$ cat src/rtl/mem_loader.sv
// mem_loader: framed byte-stream program loader for the 64 KiB system memory.
// Accepts SYNC / ADDR / LEN / data / CHK frames, writes the data bytes into
// memory, optionally reads them back to confirm the sum, and holds the CPU in
// reset until a good image is resident.
module mem_loader #(
   parameter logic [7:0] SYNC_BYTE = 8'h55,
   parameter bit         VERIFY    = 1'b1
) (
   input  logic        CLK,
   input  logic        RESET_N,
   input  logic [7:0]  RxData,
   input  logic        RxValid,
   output logic        RxReady,
   output logic        MemWE,
   output logic [15:0] MemAddress,
   output logic [7:0]  MemDataIn,
   input  logic [7:0]  MemDataOut,
   output logic        CpuHold,
   output logic        Busy,
   output logic        Done,
   output logic        Error,
   output logic [7:0]  Checksum
);

   typedef enum logic [2:0] {
      S_IDLE, S_HDR, S_DATA, S_CHK, S_VERIFY, S_DONE, S_ERROR
   } state_t;

   state_t      state_q, state_nxt;

   logic        accept;
   logic        is_sync;
   logic [1:0]  hdr_cnt;
   logic [15:0] remain;
   logic [15:0] vcnt;
   logic        vld_p0;
   logic        vld_p1;

   logic [15:0] start_addr;
   logic [15:0] len;
   logic [15:0] ptr;
   logic [7:0]  sum;
   logic [7:0]  vsum;
   logic [7:0]  chk_total;
   logic [7:0]  vsum_final;
   logic [15:0] hdr_len;

   logic        busy_nxt, done_nxt, error_nxt, hold_nxt;

   assign accept     = RxValid & RxReady;
   assign is_sync    = (RxData == SYNC_BYTE);
   assign hdr_len    = {RxData, len[7:0]};
   assign chk_total  = sum + RxData;
   // Readback stage: an address issued this cycle returns data next cycle.
   assign vld_p0     = (vcnt < len);
   assign vsum_final = vsum + (vld_p1 ? MemDataOut : 8'd0);

   // State register.
   always_ff @(posedge CLK or negedge RESET_N) begin
      if (!RESET_N) state_q <= S_IDLE;
      else          state_q <= state_nxt;
   end

   // Next-state decode.
   always_comb begin
      state_nxt = state_q;
      case (state_q)
         S_IDLE:   if (accept && is_sync) state_nxt = S_HDR;
         S_HDR:    if (accept && hdr_cnt == 2'd3)
                      state_nxt = (hdr_len == 16'd0) ? S_CHK : S_DATA;
         S_DATA:   if (accept && remain == 16'd1) state_nxt = S_CHK;
         S_CHK:    if (accept) begin
                      if (chk_total != 8'd0) state_nxt = S_ERROR;
                      else if (VERIFY)      state_nxt = S_VERIFY;
                      else                  state_nxt = S_DONE;
                   end
         S_VERIFY: if (vcnt == len)
                      state_nxt = (vsum_final == sum) ? S_DONE : S_ERROR;
         S_DONE:   if (accept && is_sync) state_nxt = S_HDR;
         S_ERROR:  state_nxt = S_ERROR;
         default:  state_nxt = S_IDLE;
      endcase
   end

   // Output decode: RxReady from the current state, status flags from the next.
   always_comb begin
      RxReady   = 1'b0;
      busy_nxt  = 1'b0;
      done_nxt  = 1'b0;
      error_nxt = 1'b0;
      hold_nxt  = 1'b1;
      case (state_q)
         S_IDLE, S_HDR, S_DATA, S_CHK, S_DONE: RxReady = 1'b1;
         default:                              RxReady = 1'b0;
      endcase
      case (state_nxt)
         S_HDR, S_DATA, S_CHK, S_VERIFY: busy_nxt = 1'b1;
         S_DONE:  begin done_nxt = 1'b1; hold_nxt = 1'b0; end
         S_ERROR: error_nxt = 1'b1;
         default: ;
      endcase
   end

   // Control counters: header byte index, data bytes remaining, verify progress.
   always_ff @(posedge CLK or negedge RESET_N) begin
      if (!RESET_N) begin
         hdr_cnt <= 2'd0;
         remain  <= 16'd0;
         vcnt    <= 16'd0;
         vld_p1  <= 1'b0;
      end else begin
         if ((state_q == S_IDLE || state_q == S_DONE) && accept && is_sync)
            hdr_cnt <= 2'd0;
         else if (state_q == S_HDR && accept)
            hdr_cnt <= hdr_cnt + 2'd1;

         if (state_q == S_HDR && accept && hdr_cnt == 2'd3)
            remain <= hdr_len;
         else if (state_q == S_DATA && accept)
            remain <= remain - 16'd1;

         if (state_q == S_CHK && accept)
            vcnt <= 16'd0;
         else if (state_q == S_VERIFY)
            vcnt <= vcnt + 16'd1;

         vld_p1 <= (state_q == S_VERIFY) ? vld_p0 : 1'b0;
      end
   end

   // Datapath registers; each is loaded before it is consumed, so no reset.
   always_ff @(posedge CLK) begin
      if ((state_q == S_IDLE || state_q == S_DONE) && accept && is_sync)
         sum <= 8'd0;
      else if (state_q == S_DATA && accept)
         sum <= sum + RxData;

      if (state_q == S_HDR && accept) begin
         case (hdr_cnt)
            2'd0: start_addr[7:0]  <= RxData;
            2'd1: begin
               start_addr[15:8] <= RxData;
               ptr              <= {RxData, start_addr[7:0]};
            end
            2'd2: len[7:0]         <= RxData;
            default: len[15:8]     <= RxData;
         endcase
      end else if (state_q == S_DATA && accept) begin
         ptr <= ptr + 16'd1;
      end

      if (state_q == S_CHK && accept)
         vsum <= 8'd0;
      else if (state_q == S_VERIFY && vld_p1)
         vsum <= vsum + MemDataOut;
   end

   // Registered outputs: memory port and status flags.
   always_ff @(posedge CLK or negedge RESET_N) begin
      if (!RESET_N) begin
         MemWE      <= 1'b0;
         MemAddress <= 16'd0;
         MemDataIn  <= 8'd0;
         Checksum   <= 8'd0;
         CpuHold    <= 1'b1;
         Busy       <= 1'b0;
         Done       <= 1'b0;
         Error      <= 1'b0;
      end else begin
         MemWE <= (state_q == S_DATA) && accept;
         if (state_q == S_DATA && accept) begin
            MemAddress <= ptr;
            MemDataIn  <= RxData;
         end else if (state_q == S_CHK && accept) begin
            MemAddress <= start_addr;
         end else if (state_q == S_VERIFY) begin
            MemAddress <= MemAddress + 16'd1;
         end
         if (state_q == S_CHK && accept)
            Checksum <= sum;
         CpuHold <= hold_nxt;
         Busy    <= busy_nxt;
         Done    <= done_nxt;
         Error   <= error_nxt;
      end
   end

endmodule

$ cat config.mk
export PLATFORM = sky130hd
export DESIGN_NAME = mem_loader
export DESIGN_NICKNAME = d
export VERILOG_FILES = /design/src/rtl/mem_loader.sv
export SDC_FILE = /design/constraint.sdc
export NUM_CORES = 1
export LEC_CHECK = 0
export CAP_MARGIN = 5
export CORE_AREA = 3 3 164 166
export DETAILED_ROUTE_END_ITERATION = 7
export DIE_AREA = 0 0 167 169
export PLACE_DENSITY = 0.53
export SLEW_MARGIN = 20
export SYNTH_ARGS = -nofsm -noshare
export SYNTH_HDL_FRONTEND = slang
export SYNTH_SLANG_ARGS = --single-unit
$ cat constraint.sdc
create_clock -name CLK -period 6.91 [get_ports CLK]
set_input_delay 1.382 -clock CLK [delete_from_list [all_inputs] [get_ports CLK]]
set_output_delay 1.382 -clock CLK [all_outputs]
set_load 0.05 [all_outputs]
-- Word-level counts from Yosys, hierarchy flattened
Index checks and enable logic that the tools add are counted.
- register bits: 139
- bits in latches: 0
- memory bits (writable): 0
- memory bits (read-only): 0
- input port bits: 19
- output and inout port bits: 38
- memories kept: 0
- add/subtract/negate cells: 8
- multipliers: 0
- div/mod/pow operators: 0
- magnitude comparators: 1
- equality and inequality tests: 20
- shift-type cells: 0
- multiplexer cells: 28
- bitwise logic cells: 2
- reductions and logical operators: 29
- operators by type and width (cell ; number):
    two-way mux 16 bit ; 10
    adder 16 x 1 -> 16 bit, second input constant ; 3
    adder 8 bit ; 3
    == test 3 bit, second input constant ; 6
    one-hot mux 3 bit (6 select lines) ; 1
    == test 16 x 1 -> 1 bit, second input constant ; 1
    == test 16 bit ; 1
    zero test 16 bit ; 1
    < comparator 16 bit ; 1
    subtractor 16 x 1 -> 16 bit, second input constant ; 1
    two-way mux 3 bit ; 5
    == test 3 x 2 -> 1 bit, second input constant ; 4
    logical AND 1 bit ; 10
    AND reduction 2 bit ; 5
    == test 8 x 7 -> 1 bit, second input constant ; 1
    == test 8 bit ; 1
    two-way mux 2 bit ; 4
    two-way mux 8 bit ; 1
    nonzero test 2 bit ; 4
    nonzero test 8 bit ; 1
    two-way mux 1 bit ; 7
    == test 3 x 1 -> 1 bit, second input constant ; 2
    OR reduction 5 bit ; 1
    == test 2 bit, second input constant ; 2
    12 further kinds ; 12

-- Depth between registers and ports, before layout
Gate-level depths: netlist (run 1).
- word-level depth: 10
- mapped depth: 11

-- Worst setup path before layout (run 1)
OpenSTA, ideal clock, no wires.
- kind: in2reg
- start point: in MemDataOut[0]
- end point: reg Busy
- arrival time: 3.698 ns
- setup slack: 3.087 ns
- stages on the path: 10
- cell sequence: and2_1 ha_1 fa_1 a31oi_1 xnor2_1 or4_1 or4_4 a21oi_1 o21ai_2 xor2_1
- cells in the longest elaborated chain, start to end: 9
- RTL lines (element ; RTL line ; text):
    start: declaration ; 17 ; input logic [7:0] MemDataOut,
    two-way mux 8 bit * ; 56 ; assign vsum_final = vsum + (vld_p1 ? MemDataOut : 8'd0);
    adder 8 bit * ; 56 ;
    == test 8 bit * ; 78 ; state_nxt = (vsum_final == sum) ? S_DONE : S_ERROR;
    two-way mux 2 bit * ; 78 ;
    two-way mux 3 bit * ; 77 ; S_VERIFY: if (vcnt == len)
    one-hot mux 3 bit (6 select lines) * ; 67 ; case (state_q)
    == test 3 x 1 -> 1 bit (tied with other cells) ; 96 ; case (state_nxt)
    OR reduction 4 bit * ; 96 ;
    two-way mux 1 bit * ; 96 ;
    via busy_nxt ; 48 ; logic busy_nxt, done_nxt, error_nxt, hold_nxt;
    end signal: assignment ; 182 ; Busy <= busy_nxt;
    end: declaration ; 19 ; output logic Busy,
The timed path passes the listed nets; every way through them passes the cells marked *.
A chain may end at the register's enable or synchronous reset.

-- Worst setup path in the final report (run 1)
- start point: in MemDataOut[3]
- end point: reg Busy
Same word-level chain as after synthesis.

==> impl_metrics.json, run 1 <==
{
  "synth_warnings": 0,
  "r2r_end": "Busy",
  "maxCapViolCount": 0,
  "grt_pass1_vias": 5858,
  "clk_pin_slew_ns": 0.06,
  "h-tree-depth": 4,
  "period_needed_ns": 4.06,
  "postCtsResizedCells": 0,
  "area_delta_synth_final_pct": 20.5,
  "place_congestion": 0.818,
  "antenna_cells": 0,
  "p_per_area_nw_per_um2": 456,
  "synth.cells.most_frequent": "134 x nand2_1, 76 x nor2_1, 74 x dfrtp_1, 60 x a21oi_1",
  "rsz0062_at_grt": "false",
  "max_stage_delay_ns": 0.52,
  "rows": 59,
  "grt_use_met1_pct": 20.1,
  "ant_nets": 0,
  "cts_buffers": 17,
  "grt_use_met2_pct": 23.9,
  "leakage_nw": 3.80,
  "critPathLaunchType": "input port",
  "clkLatencyLatePin_ns": 0.43,
  "dr.pass1.iters": 5,
  "drive_above_1_share_pct": 6.14,
  "maxSlewViolCount": 0,
  "path_cells": "clkdlybuf4s50_1 -> and2_1 -> ha_1 -> a21o_1 -> a21oi_1 -> a21oi_1 -> or4_1 -> or4_4 -> a21oi_1 -> o21ai_2 -> xor2_1",
  "finalHoldViolations": 0,
  "slew_headroom_pct": 29.2,
  "reg2reg_depth": 10,
  "setup_viol": 0,
  "dpl_cell_area_um2": 8580,
  "wl_per_cell_um": 16.6,
  "async_reset_ff_share_pct": 54.0,
  "combPwrFrac_pct": 42.8,
  "grt_usage_pct": 14.7,
  "cts_tree": "built",
  "ys_seq_area_share_pct": 47.7,
  "p_sw_share_pct": 42.0,
  "fin_tns_setup_ns": 0,
  "worst_pin_slew_ns": 1.05,
  "ioPinCount": 57,
  "grt_max_degree": 76,
  "min_path_cells": 1,
  "num_vias": 5949,
  "yosys.area.top_type_share_pct": 24.3,
  "min_path_type": "flip-flop to flip-flop",
  "p_int_w": 0.00243,
  "drc_errors": 0,
  "synth_top_area_cell": "dfrtp_1",
  "critPathLaunch": "MemDataOut[3]",
  "clk_path_buf_depth": 2,
  "cts_root_buf": "clkbuf_16",
  "ir_drop_mv": 0.210,
  "avgViaCountPerCell": 4.90,
  "die_h_um": 169,
  "port_buffers": 56,
  "cts_setup_buffers": 0,
  "hold_end": "MemAddress[12]",
  "outcome": "complete, no violations",
  "r2r-start": "vld_p1",
  "postCtsHoldBufs": 0,
  "crit_path_frequent_cell": "a21oi_1",
  "synthesis.area_um2": 7620,
  "worstPathArrival_ns": 4.37,
  "p_sw_w": 0.00176,
  "hpwl_um": 13600,
  "routed_wl_um": 20200,
  "r2r_slack_ns": 3.70,
  "synth.area.top_cells": "dfrtp_1 24%, edfxtp_1 19%, ha_1 7.5%",
  "yosysMostFrequentCell": "nand2_1",
  "drtIter0Drc": 430,
  "final_area_um2": 9190,
  "placed_cells": 1182,
  "setup.worst_path.end_class": "flip-flop",
  "cp_max_fo": 4,
  "core_um2": 25800,
  "power_frac_seq_pct": 34.8,
  "path_class": "input port to flip-flop",
  "pwr-share-clk_pct": 22.4,
  "fin_cells": 1214,
  "grt_pass1_wl_um": 32800,
  "grtUsageMet3_pct": 2.48,
  "yosys_most_used_dff": "dfrtp_1",
  "max_freq_mhz": 246,
  "skew_ns": 0.0101,
  "dieArea_um2": 28200,
  "final_core_util_pct": 35.7,
  "syn_nets": 880,
  "fin_nets": 934,
  "synth_seq_cells": 139,
  "fin_crit_sh_pct": 58.8,
  "start_util_pct": 29.6,
  "antenna_found_initial": 0,
  "fp.dieW_um": 167,
  "cp_slowest_cell": "or4_1",
  "min_from": "start_addr[12]",
  "cts_sinks": 139,
  "overflow": 0,
  "grt.busiest_layer": "met2",
  "whs_ns": 0.476,
  "netlist_instances": 812,
  "syn_area_per_cell_um2": 9.39,
  "worst_ep_required_time_ns": 7.21,
  "ys_types": 56,
  "synth_edf_count": 48
}
-- critical path, delay by kind of cell --
family,cells,cell delay [ns]
AND/OR/NAND/NOR,3,1.15
AO/OA/AOI/OAI,5,0.93
buffers and inverters,1,0.42
adder cells (fa/ha/maj),1,0.33
XOR/XNOR,1,0.14
-- power groups by stage --
stage	Combinational [W]	Sequential, W	Clock [W]
3_5_place_dp	0.00180	0.00147	0
3_3_place_gp	0.00178	0.00147	0
4_1_cts	0.00181	0.00146	0.000966
5_1_grt	0.00199	0.00151	0.00101
6_report	0.00179	0.00146	0.000941
2_1_floorplan	0.00103	0.00168	0
-- sequential cells by signal (all words and copies together) (netlist names), 2 cells and up --
register	cells
Checksum	8
MemAddress	16
MemDataIn	8
hdr_cnt	2
len	16
ptr	16
remain	16
start_addr	16
state_q	3
sum	8
vcnt	16
vsum	8
-- cell families after synthesis --
family                   Yosys count  share of synthesized area [%]
multiplexers                       1                          0.148
XOR/XNOR                          68                           7.99
AND/OR/NAND/NOR                  330                           19.9
AO/OA/AOI/OAI                    156                           12.4
flip-flops                       139                           47.7
adder cells (fa/ha/maj)           49                           8.34
buffers and inverters             69                           3.40
-- cell type report --
class,instances,area (um^2)
Sequential cell,139,3640
Clock inverter,11,130
Clock buffer,21,472
Fill cell,2554,16600
Tap cell,335,419
Timing Repair Buffer,66,637
Multi-Input combinational cell,604,3750
Inverter,38,143
-- layer usage --
metal  routed length (um)  up-vias
li1                     -     2956
met1                 9790     2860
met2                 9360      110
met3                  664       23
met4                  336        0
met5                    0        -
-- cell usage in the layout (no fill, tap or decap), types with 3 or more instances in the layout --
master and count:
a211oi_1 4, nor2b_1 7, nand2b_1 4, o21a_1 3, clkbuf_16 18, nor4_1 8, ha_1 46, o22ai_1 3
a221o_1 8, dfxtp_1 16, nor3_1 14, a21oi_1 60, nand2_1 134, nand4_1 13, inv_1 38, dfrtp_1 74
nand3_1 29, o21ai_0 48, xor2_1 35, and3_1 14, inv_6 3, xnor2_1 32, fa_1 3, nor2_1 76
and2_1 11, clkdlybuf4s50_1 55, or2_2 3, a222oi_1 5, buf_4 10, edfxtp_1 48, a31oi_1 3, inv_4 3
nor4b_1 3, a21o_1 8
-- worst max-delay path by stage --
stage	slack [ns]	depth (start not counted)	endpoint
5_1_grt	2.65	12	Busy
3_3_place_gp	2.46	11	Busy
6_report	2.85	11	Busy
2_1_floorplan	3.09	10	Busy
4_1_cts	2.86	12	Busy
3_5_place_dp	2.41	12	Busy
-- stage by stage --
stage | setup slack, ns | power [W]
finish | 2.85 | 0.00419
detailed placement | 2.41 | 0.00327
CTS | 2.86 | 0.00423
floorplan | 3.09 | 0.00271
global route | 2.65 | 0.00450
global placement | 2.46 | 0.00325
Note: power is estimated with default switching activity, not from simulation.
==> run 2: changes to the inputs <==
- clock period: 6.91 -> 4 ns (I/O delays scaled with it)
==> impl_metrics.json, run 2 (same netlist as run 1, synthesis figures left out) <==
{
  "rsz0062_at_grt": "false",
  "combPwrFrac_pct": 41.7,
  "hpwl_um": 14200,
  "drc_errors": 0,
  "seq_area_um2": 3640,
  "cts_root_buf": "clkbuf_16",
  "port_buffers": 56,
  "cp_slowest_cell": "or4_1",
  "worst_ep_required_time_ns": 4.30,
  "p_per_area_nw_per_um2": 798,
  "multi_input_area_um2": 3750,
  "crit_path_frequent_cell": "a21oi_1",
  "num_vias": 5961,
  "layout_commonest_cell": "nand2_1",
  "power_frac_seq_pct": 33.9,
  "dr.pass1.iters": 6,
  "period_needed_ns": 3.52,
  "fin_ws_ns": 0.476,
  "grt_use_met1_pct": 19.8,
  "ant_nets": 0,
  "overflow": 0,
  "worst_pin_slew_ns": 0.900,
  "grt_max_degree": 61,
  "wl_per_cell_um": 16.5,
  "skew_ns": 0.0120,
  "finalHoldViolations": 0,
  "grt_use_met2_pct": 24.0,
  "core_um2": 25800,
  "final_cell_mix": "134 x nand2_1, 76 x nor2_1, 74 x dfrtp_1",
  "dpl_cell_area_um2": 8660,
  "fp.dieW_um": 167,
  "place_congestion": 0.821,
  "cts_buffers": 17,
  "r2r-start": "vld_p1",
  "outcome": "complete, no violations",
  "critPathLaunch": "MemDataOut[3]",
  "setup_viol": 0,
  "place_ws_ns": 0.0821,
  "fin_cells": 1224,
  "maxSlewViolCount": 0,
  "clk_path_buf_depth": 2,
  "fin_crit_sh_pct": 88.1,
  "start_util_pct": 29.6,
  "max_stage_delay_ns": 0.53,
  "maxCapViolCount": 0,
  "h-tree-depth": 4,
  "p_sw_share_pct": 40.8,
  "postCtsResizedCells": 0,
  "fin_tns_setup_ns": 0,
  "worstPathArrival_ns": 3.82,
  "slew_headroom_pct": 40.0,
  "ioPinCount": 57,
  "n_fill_cell": 2566,
  "grt_pass1_wl_um": 32900,
  "max_freq_mhz": 284,
  "fin_nets": 944,
  "grt_pass1_vias": 5985,
  "drive_above_1_share_pct": 7.20,
  "path_class": "input port to flip-flop",
  "routed_wl_um": 20200,
  "grt.busiest_layer": "met2",
  "critPathLaunchType": "input port",
  "cts_sinks": 139,
  "grtUsageMet3_pct": 2.69,
  "fin_total_pwr_w": 0.00744,
  "leakage_nw": 3.87,
  "p_sw_w": 0.00304,
  "postCtsHoldBufs": 0,
  "cp_max_fo": 4,
  "antenna_cells": 0,
  "drtIter0Drc": 406,
  "cts_setup_buffers": 0,
  "die_h_um": 169,
  "p_int_w": 0.00440,
  "avgViaCountPerCell": 4.87,
  "ir_drop_mv": 0.399,
  "setup.worst_path.end_class": "flip-flop",
  "min_path_type": "input port to async pin",
  "placed_cells": 1192,
  "rows": 59,
  "path_cells": "clkdlybuf4s50_1 -> and2_1 -> ha_1 -> a21o_1 -> a21oi_1 -> a21oi_1 -> or4_1 -> or4_4 -> a21oi_1 -> o21ai_2 -> xor2_1",
  "area_delta_synth_final_pct": 22.4,
  "clk_pin_slew_ns": 0.06,
  "antenna_found_initial": 0,
  "cts_tree": "built",
  "pwr-share-clk_pct": 24.4,
  "clkLatencyLatePin_ns": 0.43,
  "grt_usage_pct": 14.8,
  "final_area_um2": 9330,
  "dieArea_um2": 28200
}
==> run 2: cell types whose count changed in the layout (fill, tap and decap cells not counted), sizes merged <==
cell      previous run  this run
bufinv               2         6
buf                 11        21
clkinvlp             0         1
inv                 45        41
clkbuf              21        19
clkinv               2         3
==> run 2: power by group through the flow <==
stage          sequential, W  clock [W]  combinational [W]
2_1_floorplan        0.00290          0            0.00178
3_3_place_gp         0.00255          0            0.00307
3_5_place_dp         0.00255          0            0.00311
4_1_cts              0.00253    0.00185            0.00313
5_1_grt              0.00261    0.00190            0.00346
6_report             0.00253    0.00181            0.00310
==> run 2: metal layers <==
layer  wire (um)  vias up
met5           0        -
met4         463        0
met3         711       24
met2        9450      126
met1        9590     2841
li1            -     2970
==> run 2: worst max-delay path, delay by kind of cell <==
kind            cells  cell delay, ns
compound gates      5            0.95
xor+xnor            1            0.14
fa+ha+maj           1            0.33
buf+inv             1            0.44
simple gates        3            1.17
==> run 2: cell type report <==
cell class,count,area share [%]
clock buffers,19,4.64
clock inverters,13,2.53
inverters,38,1.53
multi-input cells,604,40.2
flip-flops and latches,139,39.0
well taps,335,4.49
repair buffers,76,7.59
==> run 2: path summary, 6_finish.rpt <==
| kind | endpoint | slack (ns) | depth (start not counted) |
|---|---|---|---|
| max | Busy | 0.48 | 11 |
| min | Checksum[0] | 0.48 | 1 |
| max reg2reg | Busy | 0.77 | 10 |
| min reg2reg | Checksum[3] | 0.48 | 2 |
| max in group asynchronous | vcnt[7] | 2.70 | 2 |
| min in group CLK | Checksum[3] | 0.48 | 2 |
==> run 2: metrics by stage <==
step | hold slack [ns] | utilization [%]
finish | 0.478 | 36.2
global route | 0.497 | 36.2
CTS | 0.480 | 36.2
detailed placement | 0.470 | 33.6
global placement | 0.463 | 33.6
floorplan | 0.448 | -
==> run 3: changes to the inputs <==
--- a/config.mk
+++ b/config.mk
@@ -8,5 +8,5 @@
 export CAP_MARGIN = 5
-export CORE_AREA = 3 3 164 166
+export CORE_AREA = 2 2 163 165
 export DETAILED_ROUTE_END_ITERATION = 7
-export DIE_AREA = 0 0 167 169
+export DIE_AREA = 0 0 165 167
 export PLACE_DENSITY = 0.53
@@ -16 +16,2 @@
 export SYNTH_SLANG_ARGS = --single-unit
+export TNS_END_PERCENT = 50
--- a/constraint.sdc
+++ b/constraint.sdc
@@ -3,2 +3,2 @@
 set_output_delay 0.8 -clock CLK [all_outputs]
-set_load 0.05 [all_outputs]
+set_load 0.1 [all_outputs]
==> impl_metrics.json, run 3 (same netlist as run 1, synthesis figures left out) <==
{
  "p_sw_share_pct": 47.3,
  "p_per_area_nw_per_um2": 842,
  "ioPinCount": 57,
  "seq_area_um2": 3640,
  "drtIter0Drc": 302,
  "finalHoldViolations": 0,
  "p_int_w": 0.00410,
  "routed_wl_um": 20500,
  "n_fill_cell": 2607,
  "multi_input_area_um2": 3750,
  "drc_errors": 0,
  "layout_commonest_cell": "nand2_1",
  "ant_nets": 0,
  "fin_tns_setup_ns": 0,
  "slew_headroom_pct": 33.1,
  "grt_pass1_vias": 5913,
  "setup_viol": 0,
  "placed_cells": 1194,
  "path_class": "input port to flip-flop",
  "worstPathArrival_ns": 3.80,
  "skew_ns": 0.00830,
  "fin_nets": 946,
  "cts_sinks": 139,
  "num_vias": 6031,
  "leakage_nw": 3.83,
  "fp.dieW_um": 165,
  "clk_pin_slew_ns": 0.06,
  "postCtsResizedCells": 0,
  "place_congestion": 0.799,
  "outcome": "complete, no violations",
  "max_freq_mhz": 287,
  "port_buffers": 56,
  "r2r_slack_ns": 0.79,
  "critPathLaunchType": "input port",
  "cts_buffers": 17,
  "rsz0062_at_grt": "false",
  "cts_tree": "built",
  "dieArea_um2": 27600,
  "setup.worst_path.end_class": "flip-flop",
  "combPwrFrac_pct": 47.8,
  "antenna_cells": 0,
  "min_path_type": "input port to async pin",
  "maxCapViolCount": 0,
  "antenna_found_initial": 0,
  "cts_setup_buffers": 0,
  "rows": 59,
  "pwr-share-clk_pct": 19.6,
  "worst_pin_slew_ns": 1.00,
  "clk_path_buf_depth": 2,
  "fin_crit_sh_pct": 87.3,
  "period_needed_ns": 3.49,
  "maxSlewViolCount": 0,
  "wl_per_cell_um": 16.7,
  "p_sw_w": 0.00368,
  "core_um2": 25800,
  "worst_ep_required_time_ns": 4.31,
  "start_util_pct": 29.6,
  "grt_pass1_wl_um": 33300,
  "cts_root_buf": "clkbuf_16",
  "dr.pass1.iters": 5,
  "grt_max_degree": 60,
  "final_cell_mix": "134 x nand2_1, 76 x nor2_1, 74 x dfrtp_1",
  "clkLatencyLatePin_ns": 0.43,
  "cp_max_fo": 4,
  "drive_above_1_share_pct": 7.63,
  "avgViaCountPerCell": 4.92,
  "whs_ns": 0.473,
  "postCtsHoldBufs": 0,
  "hpwl_um": 14300,
  "area_delta_synth_final_pct": 21.2,
  "power_frac_seq_pct": 32.6,
  "h-tree-depth": 4,
  "grt_usage_pct": 15.7,
  "fin_cells": 1226,
  "overflow": 0,
  "ir_drop_mv": 0.569,
  "die_h_um": 167
}
## run 3: metrics by stage
step           power [W]  area (um^2)  setup slack (ns)  util, %
2_1_floorplan    0.00528         7620             0.759        -
3_3_place_gp     0.00625         8670             0.176     33.7
3_5_place_dp     0.00629         8670             0.110     33.7
4_1_cts          0.00785         9240             0.536     35.9
5_1_grt          0.00831         9240             0.383     35.9
6_report         0.00778         9240             0.510     35.9
## run 3: path summary, 6_finish.rpt
check	start	end	cells after the start
hold / removal	RESET_N	Checksum[0]	1
max in group asynchronous	RESET_N	MemAddress[2]	2
setup reg to reg	vld_p1	Busy	10
hold reg to reg	Checksum[2]	Checksum[2]	2
setup / recovery	MemDataOut[3]	Busy	11
min in group CLK	Checksum[2]	Checksum[2]	2
## run 3: area by class of cell
cell class,count,share of cell area [%]
Inverter,38,1.54
Multi-Input combinational cell,604,40.6
Timing Repair Buffer,78,7.80
Clock buffer,17,4.61
Sequential cell,139,39.4
Clock inverter,15,1.52
Tap cell,335,4.54
## run 3: power by group through the flow
stage                     Clock, W  Combinational [W]  Sequential [W]
after floorplan                  0            0.00180         0.00347
after global placement           0            0.00370         0.00256
after detailed placement         0            0.00374         0.00255
after CTS                  0.00156            0.00375         0.00254
after global routing       0.00162            0.00407         0.00262
final                      0.00153            0.00372         0.00253
## run 3: routing by layer
layer	global-route usage [%]	part of all wire [%]
met5	0	0
met1	21.2	47
met4	4.31	1.2
met3	2.94	3.5
met2	25.5	48
## run 3: critical path: stages
cell and delay, ns:
clkdlybuf4s50_1 0.43, and2_1 0.17, ha_1 0.33, a21o_1 0.19
a21oi_1 0.27, a21oi_1 0.11, or4_1 0.54, or4_4 0.47
a21oi_1 0.25, o21ai_2 0.08, xor2_1 0.14
